$ cat src/rtl/unidade_busca.sv
// Instruction-fetch stage for the 8-bit processor.
// Drives the instruction-memory address, captures the returned word into the
// instruction register (IR) and hands it to decode with a valid/ready handshake.
// Supports stall, taken-branch redirect with flush, address wrap-around and a
// HALT stop that is left only through Reset.
//
// Ports:
//   Clock       - single clock, rising edge
//   Reset       - synchronous, active-high
//   Instrucao   - word from instruction memory (one-cycle registered read)
//   Endereco    - address to instruction memory (combinational)
//   Pronto      - decode ready; transfer when Valido & Pronto at an edge
//   Desvio      - taken branch/jump pulse
//   AlvoDesvio  - branch target, sampled while Desvio=1
//   InstrucaoIR - registered instruction for decode
//   PCAtual     - address of InstrucaoIR
//   Valido      - InstrucaoIR holds an untransferred instruction
//   Parado      - high once a HALT word has been captured
module unidade_busca #(
  parameter int unsigned        LARGURA     = 8,
  parameter logic [LARGURA-1:0] OPCODE_HALT = LARGURA'(8'hFF)
) (
  input  logic               Clock,
  input  logic               Reset,
  input  logic [LARGURA-1:0] Instrucao,
  output logic [LARGURA-1:0] Endereco,
  input  logic               Pronto,
  input  logic               Desvio,
  input  logic [LARGURA-1:0] AlvoDesvio,
  output logic [LARGURA-1:0] InstrucaoIR,
  output logic [LARGURA-1:0] PCAtual,
  output logic               Valido,
  output logic               Parado
);

  typedef enum logic [1:0] {
    INICIO = 2'd0,
    BUSCA  = 2'd1,
    PARADO = 2'd2
  } estado_t;

  estado_t            estado;
  estado_t            estado_prox;
  logic [LARGURA-1:0] pc;        // next address to issue
  logic [LARGURA-1:0] end_pend;  // address whose word is on Instrucao now
  logic               pend;      // end_pend refers to a live fetch
  logic               captura;

  // IR can take the pending word: it is empty or being drained, and no branch
  assign captura = (estado == BUSCA) & pend & (~Valido | Pronto) & ~Desvio;

  // State register
  always_ff @(posedge Clock) begin
    if (Reset) begin
      estado <= INICIO;
    end else begin
      estado <= estado_prox;
    end
  end

  // Next-state logic
  always_comb begin
    estado_prox = estado;
    case (estado)
      INICIO: estado_prox = BUSCA;
      BUSCA: begin
        if (captura && (Instrucao == OPCODE_HALT)) begin
          estado_prox = PARADO;
        end
      end
      PARADO:  estado_prox = PARADO;
      default: estado_prox = INICIO;
    endcase
  end

  // Output logic: memory address selection and halt flag
  always_comb begin
    Endereco = end_pend;
    Parado   = 1'b0;
    case (estado)
      INICIO: Endereco = pc;
      BUSCA: begin
        if (Desvio) begin
          Endereco = AlvoDesvio;
        end else if (captura) begin
          Endereco = pc;
        end else begin
          // stall: re-request the pending word so it is presented again
          Endereco = end_pend;
        end
      end
      PARADO:  Parado = 1'b1;
      default: Endereco = end_pend;
    endcase
  end

  // Fetch datapath: PC, pending address, IR and handshake
  always_ff @(posedge Clock) begin
    if (Reset) begin
      pc          <= '0;
      end_pend    <= '0;
      pend        <= 1'b0;
      InstrucaoIR <= '0;
      PCAtual     <= '0;
      Valido      <= 1'b0;
    end else begin
      case (estado)
        INICIO: begin
          end_pend <= pc;
          pc       <= pc + LARGURA'(1);
          pend     <= 1'b1;
        end
        BUSCA: begin
          if (Desvio) begin
            // flush IR and drop the in-flight word; fetch target directly
            Valido   <= 1'b0;
            end_pend <= AlvoDesvio;
            pc       <= AlvoDesvio + LARGURA'(1);
            pend     <= 1'b1;
          end else if (captura) begin
            InstrucaoIR <= Instrucao;
            PCAtual     <= end_pend;
            Valido      <= 1'b1;
            end_pend    <= pc;
            pc          <= pc + LARGURA'(1);
          end
        end
        PARADO: begin
          // only the final HALT transfer remains
          if (Pronto) begin
            Valido <= 1'b0;
          end
        end
        default: ;
      endcase
    end
  end

endmodule

$ cat config.mk
export PLATFORM = sky130hd
export DESIGN_NAME = unidade_busca
export DESIGN_NICKNAME = d
export VERILOG_FILES = /design/src/rtl/unidade_busca.sv
export SDC_FILE = /design/constraint.sdc
export NUM_CORES = 1
export LEC_CHECK = 0
export CAP_MARGIN = 20
export CORE_AREA = 2 2 65 67
export DETAILED_ROUTE_END_ITERATION = 6
export DIE_AREA = 0 0 67 69
export PLACE_DENSITY = 0.84
export SLEW_MARGIN = 20
export SYNTH_ARGS = -nofsm -noshare
export SYNTH_HDL_FRONTEND = slang
export SYNTH_SLANG_ARGS = --single-unit
$ cat constraint.sdc
create_clock -name Clock -period 2.3 [get_ports Clock]
set_input_delay 0.23 -clock Clock [delete_from_list [all_inputs] [get_ports Clock]]
set_output_delay 0.23 -clock Clock [all_outputs]
set_load 0.005 [all_outputs]
==> results.py, run 1 <==
metrics = {
    "global_route": {
        "first_global_vias": 1612,
        "antenna_found_initial": 0,
        "grt_overflow_total": 0,
        "grt_max_degree": 22,
        "grt_usage_pct": 20.2,
        "grt_pass1_wl_mm": 7.35,
    },
    "clock_network": {
        "cts-htree-levels": 2,
        "clock-sinks": 36,
        "cts_tree": "yes",
        "clkTransAtPathRegs_ns": 0.07,
        "clk_latency_ns": 0.29,
        "cts_buffer_depth": 2,
        "numCtsBuffers": 5,
        "clock-root-buffer": "clkbuf_8",
    },
    "critical_path": {
        "critical-path-top-delay-family": "buffers and inverters",
        "crit_start": "estado[0]",
        "cp_max_fo": 5,
        "cp-start-kind": "register",
        "critPathBufInv": 5,
        "r2r-start": "estado[1]",
        "crit_top_cell": "buf_4",
        "worstPathCellList": "inv_2 > ha_2 > mux2_4 > a31oi_4 > buf_12 > buf_4 > buf_4 > nand2_2 > nand3_1 > clkbuf_2",
        "worstPathArrival_ns": 2.03,
        "critPathSlowestCell": "dfxtp_4",
        "end_kind": "primary output",
        "crit_required_ns": 2.07,
        "critPathMaxStageDelay_ns": 0.37,
        "setup.worst_path.class": "reg -> out",
    },
    "synth": {
        "yosysWarnings": 0,
        "yosysSeqAreaShare_pct": 39.6,
        "ys_types": 41,
        "synth_edf_count": 0,
        "yosysTopAreaCell": "dfxtp_1",
        "synth_top_area_share_pct": 39.6,
        "async_flop_share_pct": 0,
        "syn-instance-count": 205,
        "synth_area_leaders": "dfxtp_1 (40%), mux2i_1 (12%), nand2_1 (5.2%)",
        "synth_area_mm2": 0.00182,
        "post_synth.cell_area_avg_um2": 8.89,
        "synth_top_flop_cell": "dfxtp_1",
        "synthesis.nets": 230,
        "ys_seq_elements": 36,
    },
    "final_layout": {
        "diodes": 0,
        "final_cells": 315,
        "drive_above_1_share_pct": 16.6,
        "fin_nets": 289,
        "fin_area_mm2": 0.00258,
        "final_util_pct": 65.9,
        "nFillCells": 315,
        "syn2layout_area_growth_pct": 41.6,
    },
    "floorplanning": {
        "placementRows": 23,
        "die_x_um": 67,
        "ios": 46,
        "initial_core_util_pct": 46.5,
        "core_mm2": 0.00391,
        "fp.dieArea_mm2": 0.00462,
        "die_h_um": 69,
    },
    "routing": {
        "drc_errors": 0,
        "viasPerCell": 5.60,
        "wire_per_inst_um": 14.1,
        "num_vias": 1764,
        "drt-initial-drc-count": 105,
        "first_pass_iters": 4,
        "drt-total-wl_mm": 4.44,
        "ant_nets": 0,
    },
    "status": {
        "status": "finished clean",
    },
    "timing": {
        "fin_crit_ns": 2.26,
        "period_share_pct": 98.2,
        "slew_headroom_pct": 50.1,
        "finalHoldViolCount": 0,
        "clock.fmax_ghz": 0.443,
        "fin_skew_ns": 0.00474,
        "slew_viol_final": 0,
        "fin_hold_ws_ns": 0.496,
        "setup_viol": 0,
        "setup_tns_ns": 0,
        "worst_slew_pin_slew_ns": 0.746,
    },
    "place": {
        "place_area_mm2": 0.00234,
        "dp_hpwl_mm": 3.12,
        "port_buffers": 45,
        "dp_cells": 299,
        "globalplace.congestion": 0.931,
    },
    "power_and_ir_drop": {
        "swShare_pct": 35.9,
        "clockPowerShare_pct": 19.7,
        "switchingPower_uw": 995,
        "p_comb_share_pct": 49.0,
        "power.leakage_nw": 1.17,
        "seq_power_share_pct": 31.3,
        "p_per_area_mw_per_mm2": 1070,
        "ir_worst_vdd_uv": 582,
        "p_int_mw": 1.77,
    },
    "worst_hold_path": {
        "min_from": "PCAtual[4]",
        "hp-class": "reg -> reg",
    },
    "run": {
        "maxCapViolations": 0,
    },
}
[stage by stage]
| stage | setup WS (ns) | power [mW] |
|---|---|---|
| finish | 0.0410 | 2.77 |
| global route | -0.0336 | 2.94 |
| CTS | -0.167 | 2.56 |
| detailed placement | -0.0108 | 1.95 |
| global placement | 0.0258 | 1.93 |
| floorplan | 0.542 | 1.56 |
[power by group through the flow]
stage | clock (mW) | combinational [mW] | sequential (mW)
2_1_floorplan | 0 | 0.750 | 0.807
3_3_place_gp | 0 | 1.09 | 0.847
6_report | 0.546 | 1.36 | 0.866
4_1_cts | 0.556 | 1.16 | 0.842
5_1_grt | 0.584 | 1.47 | 0.882
3_5_place_dp | 0 | 1.10 | 0.851
[routing by layer]
metal	GRT usage [%]	share of wire [%]
met1	27.5	42
met2	30.6	50
met3	5.38	6.6
met4	7.03	1.2
met5	0	0
[path summary, 6_finish.rpt]
path	end	slack (ns)	cells after the start
setup / recovery	Endereco[1]	0.04	10
hold / removal	PCAtual[4]	0.50	2
setup reg to reg	pc[5]	0.34	7
hold reg to reg	PCAtual[4]	0.50	2
[layout make-up]
cell class                 count  area (um2)  area share, %
multi-input combinational    155        1070           41.4
timing repair buffer          62         601           23.3
sequential                    36         726           28.1
tap                           50        62.6           2.43
clock buffer                   6        72.6           2.81
inverter                       4        15.0          0.582
clock inverter                 2        35.0           1.36
[worst register-to-register path, stage by stage (launching register included)]
cell     delay (ns)
dfxtp_2        0.34
inv_2          0.05
ha_4           0.17
buf_4          0.16
and2_1         0.28
buf_4          0.22
or4_1          0.50
a31oi_1        0.17
[kinds of logic (layout without fill, tap and decap cells)]
group / Yosys count / in the layout / synth area share [%]
simple gates: 88 / 88 / 23.8
compound gates: 36 / 37 / 14.8
flops: 36 / 36 / 39.6
mux: 22 / 22 / 12.4
buf+inv: 15 / 74 / 4.67
fa+ha+maj: 5 / 5 / 3.43
xor+xnor: 3 / 3 / 1.44
[what timing repair did]
item | in CTS | in global routing
resized for setup | 4 | 21
setup endpoints to repair | 8 | 8
buffers inserted | 3 | 4
pin swaps | 3 | 2
hold buffers | 0 | 0
cloned | 1 | 0
[synthesized netlist by cell type, types with 4 or more instances]
library cell   n
o21ai_0        6
dfxtp_1       36
ha_1           5
and3_1         5
a31oi_1       10
nand2_1       25
a21oi_1        7
nor2_1        23
inv_1          4
nand2b_1       6
nand4_1        4
mux2i_1       21
nand3_1       13
[placed cells by master, fill, tap and decap left out, types with 2 or more instances in the layout]
cell	instances
clkdlybuf4s50_1	37
inv_2	2
a221o_1	2
xnor2_1	2
nor2_1	23
or4_1	3
buf_4	16
a21oi_1	7
dlymetal6s2s_1	6
nand3_1	13
nand2b_1	6
dfxtp_1	34
o21ai_0	6
a31oi_4	2
and3_1	5
a31oi_1	10
nand2_1	19
ha_1	3
clkbuf_8	5
nand4_1	4
mux2i_1	21
nor2b_1	2
nand2_2	6
nor3_1	2
inv_1	2
[sequential cells by signal, summed over array words and instances (netlist names)]
register / cells
end_pend: 8
estado: 2
Valido: 1
InstrucaoIR: 8
PCAtual: 8
pend: 1
pc: 8
No activity file was read; power rests on OpenSTA's default activity.
==> run 2: changes to the inputs <==
--- a/config.mk
+++ b/config.mk
@@ -9,7 +9,7 @@
 export CORE_AREA = 2 2 65 67
 export DETAILED_ROUTE_END_ITERATION = 6
 export DIE_AREA = 0 0 67 69
-export PLACE_DENSITY = 0.84
+export PLACE_DENSITY_LB_ADDON = 0.3
 export SLEW_MARGIN = 20
 export SYNTH_ARGS = -nofsm -noshare
 export SYNTH_HDL_FRONTEND = slang
==> run 2 against run 1 <==
The run now ends with setup timing left. Worst hold slack got worse by 0.0096 ns. Count of clock-buffer cells in the layout did not move. Wire length rose by 0.34%. Combinational power fell by 10%. Critical path depth fell by 3. Flip-flop and latch count did not move. Total power fell by 10%. Final area fell by 3.3%. Setup slack got worse by 0.19 ns. Clock power fell by 24%. Global-route usage rose by 0.11 points. Critical path type unchanged. Largest power group unchanged. Highest routed layer unchanged.
==> results.py, run 2 (same netlist as run 1, synthesis figures left out) <==
metrics = {
    "global_route": {
        "grt_usage_pct": 20.3,
        "first_global_vias": 1540,
        "grt_max_degree": 25,
        "grt_pass1_wl_mm": 7.36,
        "grt_overflow_total": 0,
        "antenna_found_initial": 0,
    },
    "clock_network": {
        "clk_latency_ns": 0.28,
        "cts_tree": "yes",
        "clock-sinks": 36,
        "cts_hold_buf": 0,
        "numCtsBuffers": 5,
        "clock-root-buffer": "clkbuf_8",
        "clkTransAtPathRegs_ns": 0.07,
        "cts_buffer_depth": 2,
        "cts-htree-levels": 2,
    },
    "floorplanning": {
        "die_h_um": 69,
        "fp.dieArea_mm2": 0.00462,
        "core_mm2": 0.00391,
        "ios": 46,
        "initial_core_util_pct": 46.5,
        "die_x_um": 67,
        "placementRows": 23,
    },
    "critical_path": {
        "end_kind": "primary output",
        "crit_required_ns": 2.07,
        "r2r-start": "estado[1]",
        "ff2ff_setup_slack_ns": 0.23,
        "critPathBufInv": 2,
        "worstPathArrival_ns": 2.22,
        "path_depth": 7,
        "crit_start": "estado[1]",
        "crit_end": "Endereco[3]",
        "reg2reg_to": "end_pend[3]",
        "cp-start-kind": "register",
        "critPathSlowestCell": "clkdlybuf4s50_1",
        "setup.worst_path.class": "reg -> out",
        "critPathMaxStageDelay_ns": 0.50,
        "cp_max_fo": 5,
        "worstPathCellList": "inv_1 > ha_2 > mux2_4 > a31oi_4 > nand2_1 > nand3_1 > clkdlybuf4s50_1",
        "critical-path-top-delay-family": "buffers and inverters",
        "reg2regPathDepth": 10,
    },
    "timing": {
        "setup_tns_ns": -0.576,
        "fin_hold_ws_ns": 0.487,
        "rsz0062_at_grt": "yes",
        "fin_crit_ns": 2.45,
        "setup_ws_ns": -0.149,
        "period_share_pct": 106,
        "clock.fmax_ghz": 0.408,
        "finalHoldViolCount": 0,
        "setup_viol": 6,
        "worst_slew_pin_slew_ns": 0.460,
        "slew_viol_final": 0,
        "slew_headroom_pct": 69.3,
        "fin_skew_ns": 0.00663,
    },
    "final_layout": {
        "fin_nets": 288,
        "drive_above_1_share_pct": 12.9,
        "final_util_pct": 63.7,
        "syn2layout_area_growth_pct": 36.9,
        "diodes": 0,
        "final_common_cell": "clkdlybuf4s50_1",
        "final_cell_mix": "clkdlybuf4s50_1 (43), dfxtp_1 (34), nand2_1 (24), nor2_1 (23), mux2i_1 (21)",
    },
    "routing": {
        "wire_per_inst_um": 14.2,
        "ant_nets": 0,
        "drc_errors": 0,
        "viasPerCell": 5.44,
        "drt-initial-drc-count": 94,
        "num_vias": 1704,
        "first_pass_iters": 5,
        "drt-total-wl_mm": 4.45,
    },
    "place": {
        "pre_cts_ws_ns": 0.0683,
        "port_buffers": 45,
        "globalplace.congestion": 0.858,
        "dp_hpwl_mm": 3.03,
    },
    "power_and_ir_drop": {
        "p_per_area_mw_per_mm2": 998,
        "ir_worst_vdd_uv": 827,
        "power.leakage_nw": 1.06,
    },
    "worst_hold_path": {
        "min_from": "estado[1]",
        "hp-class": "reg -> reg",
    },
    "status": {
        "violations": "setup timing",
        "status": "finished, violations left",
    },
    "run": {
        "maxCapViolations": 0,
    },
}
==> run 2: timing repair <==
item                                   CTS  global route
pin swaps                                2             0
cloned                                   1             0
gates resized for setup                  5             3
endpoints found under the hold margin    0             0
setup endpoints to repair                8             7
setup buffers                            5             1
==> run 2: through the flow <==
step / std cells / instance area (um2) / total power, mW
finish: 313 / 2490 / 2.49
floorplan: 205 / 1820 / 1.56
global route: 313 / 2490 / 2.65
global placement: 299 / 2340 / 1.92
CTS: 312 / 2480 / 2.47
detailed placement: 299 / 2340 / 1.95
==> run 2: how the worst min path moves through the flow <==
stage	to	slack, ns	depth (start not counted)
after floorplan	InstrucaoIR[0]	0.37	2
after global placement	PCAtual[4]	0.47	2
after detailed placement	PCAtual[0]	0.48	2
after CTS	estado[0]	0.49	2
after global routing	estado[1]	0.51	2
final	estado[1]	0.49	2
==> run 2: where the power goes <==
part	leakage (nW)	total, mW	internal, mW	switching, mW
logic	0.723	1.22	0.625	0.600
clock network	0.0410	0.416	0.206	0.210
registers	0.293	0.848	0.736	0.112
==> run 2: area by class of cell <==
| class | count | area (um2) |
|---|---|---|
| Fill cell | 358 | 1420 |
| Multi-Input combinational cell | 155 | 1040 |
| Sequential cell | 36 | 723 |
| Timing Repair Buffer | 61 | 572 |
| Clock buffer | 6 | 72.6 |
| Tap cell | 50 | 62.6 |
| Inverter | 4 | 15.0 |
| Clock inverter | 1 | 5.00 |
==> run 2: worst min-delay path: cells and delay by family (launching register included) <==
kind,cells,cell delay (ns)
flops,1,0.33
mux,1,0.06
simple gates,1,0.06
==> run 2: layer usage <==
| layer | vias up | track usage, % | share of wire (%) |
|---|---|---|---|
| met5 | - | 0 | 0 |
| met4 | 0 | 7.26 | 1.4 |
| met3 | 9 | 5.22 | 4.9 |
| met2 | 49 | 28.8 | 49 |
| met1 | 786 | 29.4 | 45 |
| li1 | 860 | - | - |
==> run 3: changes to the inputs <==
--- a/config.mk
+++ b/config.mk
@@ -9,7 +9,7 @@
 export CORE_AREA = 2 2 65 67
 export DETAILED_ROUTE_END_ITERATION = 6
 export DIE_AREA = 0 0 67 69
-export PLACE_DENSITY_LB_ADDON = 0.3
+export PLACE_DENSITY_LB_ADDON = 0.25
 export SLEW_MARGIN = 20
 export SYNTH_ARGS = -nofsm -noshare
 export SYNTH_HDL_FRONTEND = slang
==> constraint.sdc (replaced) <==
create_clock -name Clock -period 2.7 [get_ports Clock]
set_input_delay 0.27 -clock Clock [delete_from_list [all_inputs] [get_ports Clock]]
set_output_delay 0.27 -clock Clock [all_outputs]
set_load 0.005 [all_outputs]
==> run 3 against run 2 <==
The run now ends clean. Setup slack improved by 0.25 ns. Utilization fell by 1.7 points. Worst hold slack worse by 0.00059 ns. Cell count fell by 2.9%. Clock skew shrank 0.00080 ns. Largest power group unchanged. Highest routed layer unchanged.
==> results.py, run 3 (same netlist as run 1, synthesis figures left out) <==
metrics = {
    "critical_path": {
        "cp-start-kind": "register",
        "critPathMaxStageDelay_ns": 0.46,
        "r2r-start": "estado[1]",
        "worstPathArrival_ns": 2.33,
        "crit_start": "estado[1]",
        "critPathBufInv": 3,
        "cp_max_fo": 9,
        "worstPathCellList": "inv_1 > ha_1 > buf_4 > and2b_4 > a31o_4 > a221o_1 > clkdlybuf4s50_1",
        "end_kind": "primary output",
        "critical-path-top-delay-family": "buffers and inverters",
        "critPathSlowestCell": "clkdlybuf4s50_1",
        "reg2regPathDepth": 7,
        "path_depth": 7,
        "crit_required_ns": 2.43,
        "setup.worst_path.class": "reg -> out",
    },
    "final_layout": {
        "fin_area_mm2": 0.00243,
        "fin_nets": 278,
        "diodes": 0,
        "nFillCells": 352,
        "final_util_pct": 62.1,
        "syn2layout_area_growth_pct": 33.3,
        "final_common_cell": "clkdlybuf4s50_1",
        "final_cell_mix": "clkdlybuf4s50_1 (44), dfxtp_1 (35), nand2_1 (25), nor2_1 (23), mux2i_1 (21)",
        "drive_above_1_share_pct": 8.66,
    },
    "floorplanning": {
        "die_h_um": 69,
        "placementRows": 23,
        "core_mm2": 0.00391,
        "ios": 46,
        "die_x_um": 67,
        "fp.dieArea_mm2": 0.00462,
        "initial_core_util_pct": 46.5,
    },
    "place": {
        "dp_hpwl_mm": 3.09,
        "globalplace.congestion": 0.809,
        "place_area_mm2": 0.00230,
        "pre_cts_ws_ns": 0.209,
        "port_buffers": 45,
    },
    "clock_network": {
        "numCtsBuffers": 5,
        "cts_tree": "yes",
        "clock-root-buffer": "clkbuf_8",
        "clkTransAtPathRegs_ns": 0.07,
        "cts-htree-levels": 2,
        "clock-sinks": 36,
        "clk_latency_ns": 0.28,
        "cts_buffer_depth": 2,
    },
    "global_route": {
        "grt_usage_pct": 19.7,
        "antenna_found_initial": 0,
        "grt_pass1_wl_mm": 7.16,
        "grt_overflow_total": 0,
        "grt_max_degree": 25,
        "first_global_vias": 1509,
    },
    "timing": {
        "fin_crit_ns": 2.60,
        "clock.fmax_ghz": 0.384,
        "setup_tns_ns": 0,
        "rsz0062_at_grt": "no",
        "setup_ws_ns": 0.0966,
        "period_share_pct": 96.4,
        "finalHoldViolCount": 0,
        "slew_viol_final": 0,
        "slew_headroom_pct": 42.9,
        "setup_viol": 0,
        "fin_skew_ns": 0.00583,
        "worst_slew_pin_slew_ns": 0.853,
    },
    "routing": {
        "drt-total-wl_mm": 4.15,
        "viasPerCell": 5.43,
        "num_vias": 1650,
        "wire_per_inst_um": 13.6,
        "first_pass_iters": 4,
        "ant_nets": 0,
        "drc_errors": 0,
        "drt-initial-drc-count": 94,
    },
    "worst_hold_path": {
        "min_from": "estado[1]",
        "hp-class": "reg -> reg",
        "worst_hold_path.num_cells": 2,
    },
    "power_and_ir_drop": {
        "ir_worst_vdd_uv": 527,
        "power.leakage_nw": 1.02,
        "p_per_area_mw_per_mm2": 852,
    },
    "status": {
        "status": "finished clean",
    },
    "run": {
        "maxCapViolations": 0,
    },
}
[run 3: cell types whose count changed in the layout (fill, tap and decap cells not counted), sizes merged]
cell | previous run | this run
a31oi | 12 | 11
clkbuf | 6 | 7
clkdlybuf4s50 | 43 | 44
clkinv | 1 | 0
dlygate4sd2 | 1 | 0
clkinvlp | 0 | 1
buf | 16 | 7
[run 3: where the power goes]
part | internal (mW) | leakage [nW] | total (mW) | switching [mW]
clock network | 0.207 | 0.0445 | 0.396 | 0.189
logic | 0.499 | 0.683 | 0.958 | 0.460
registers | 0.625 | 0.293 | 0.715 | 0.0894
[run 3: path summary, 6_finish.rpt]
check,slack [ns],end
setup / recovery,0.1,Endereco[6]
hold / removal,0.49,estado[1]
setup reg to reg,0.70,pc[7]
hold reg to reg,0.49,estado[1]
[run 3: stage by stage]
step | power [mW] | hold WS, ns | instances
after floorplan | 1.33 | 0.414 | 205
after global placement | 1.59 | 0.475 | 294
after detailed placement | 1.60 | 0.485 | 294
after CTS | 2.09 | 0.498 | 304
after global routing | 2.22 | 0.519 | 304
final | 2.07 | 0.486 | 304
[run 3: layout make-up]
type,count,area [um2],area share (%)
Multi-Input combinational cell,154,1020,41.9
Inverter,4,15.0,0.618
Tap cell,50,62.6,2.58
Timing Repair Buffer,52,518,21.3
Sequential cell,36,722,29.7
Clock inverter,1,7.51,0.309
Clock buffer,7,86.3,3.55
[run 3: worst reg2reg max path: stages, from the launching register on]
cell and delay (ns):
dfxtp_2 0.34, inv_1 0.05, ha_1 0.21, buf_4 0.18, and2_2 0.30, buf_4 0.19, or4_1 0.49, a31oi_1 0.17
[run 3: layer usage]
layer / vias up / share of wire, % / track usage, %
li1: 836 / - / -
met3: 8 / 3.4 / 3.92
met2: 38 / 47 / 28.3
met5: - / 0 / 0
met1: 768 / 48 / 28.0
met4: 0 / 1.6 / 9.07
[run 3: repair_timing]
item | in CTS | in global routing
setup endpoints to repair | 5 | 8
resized for setup | 0 | 3
hold buffers | 0 | 0
endpoints found under the hold margin | 0 | 0
buffers inserted | 2 | 0
pin swaps | 0 | 0
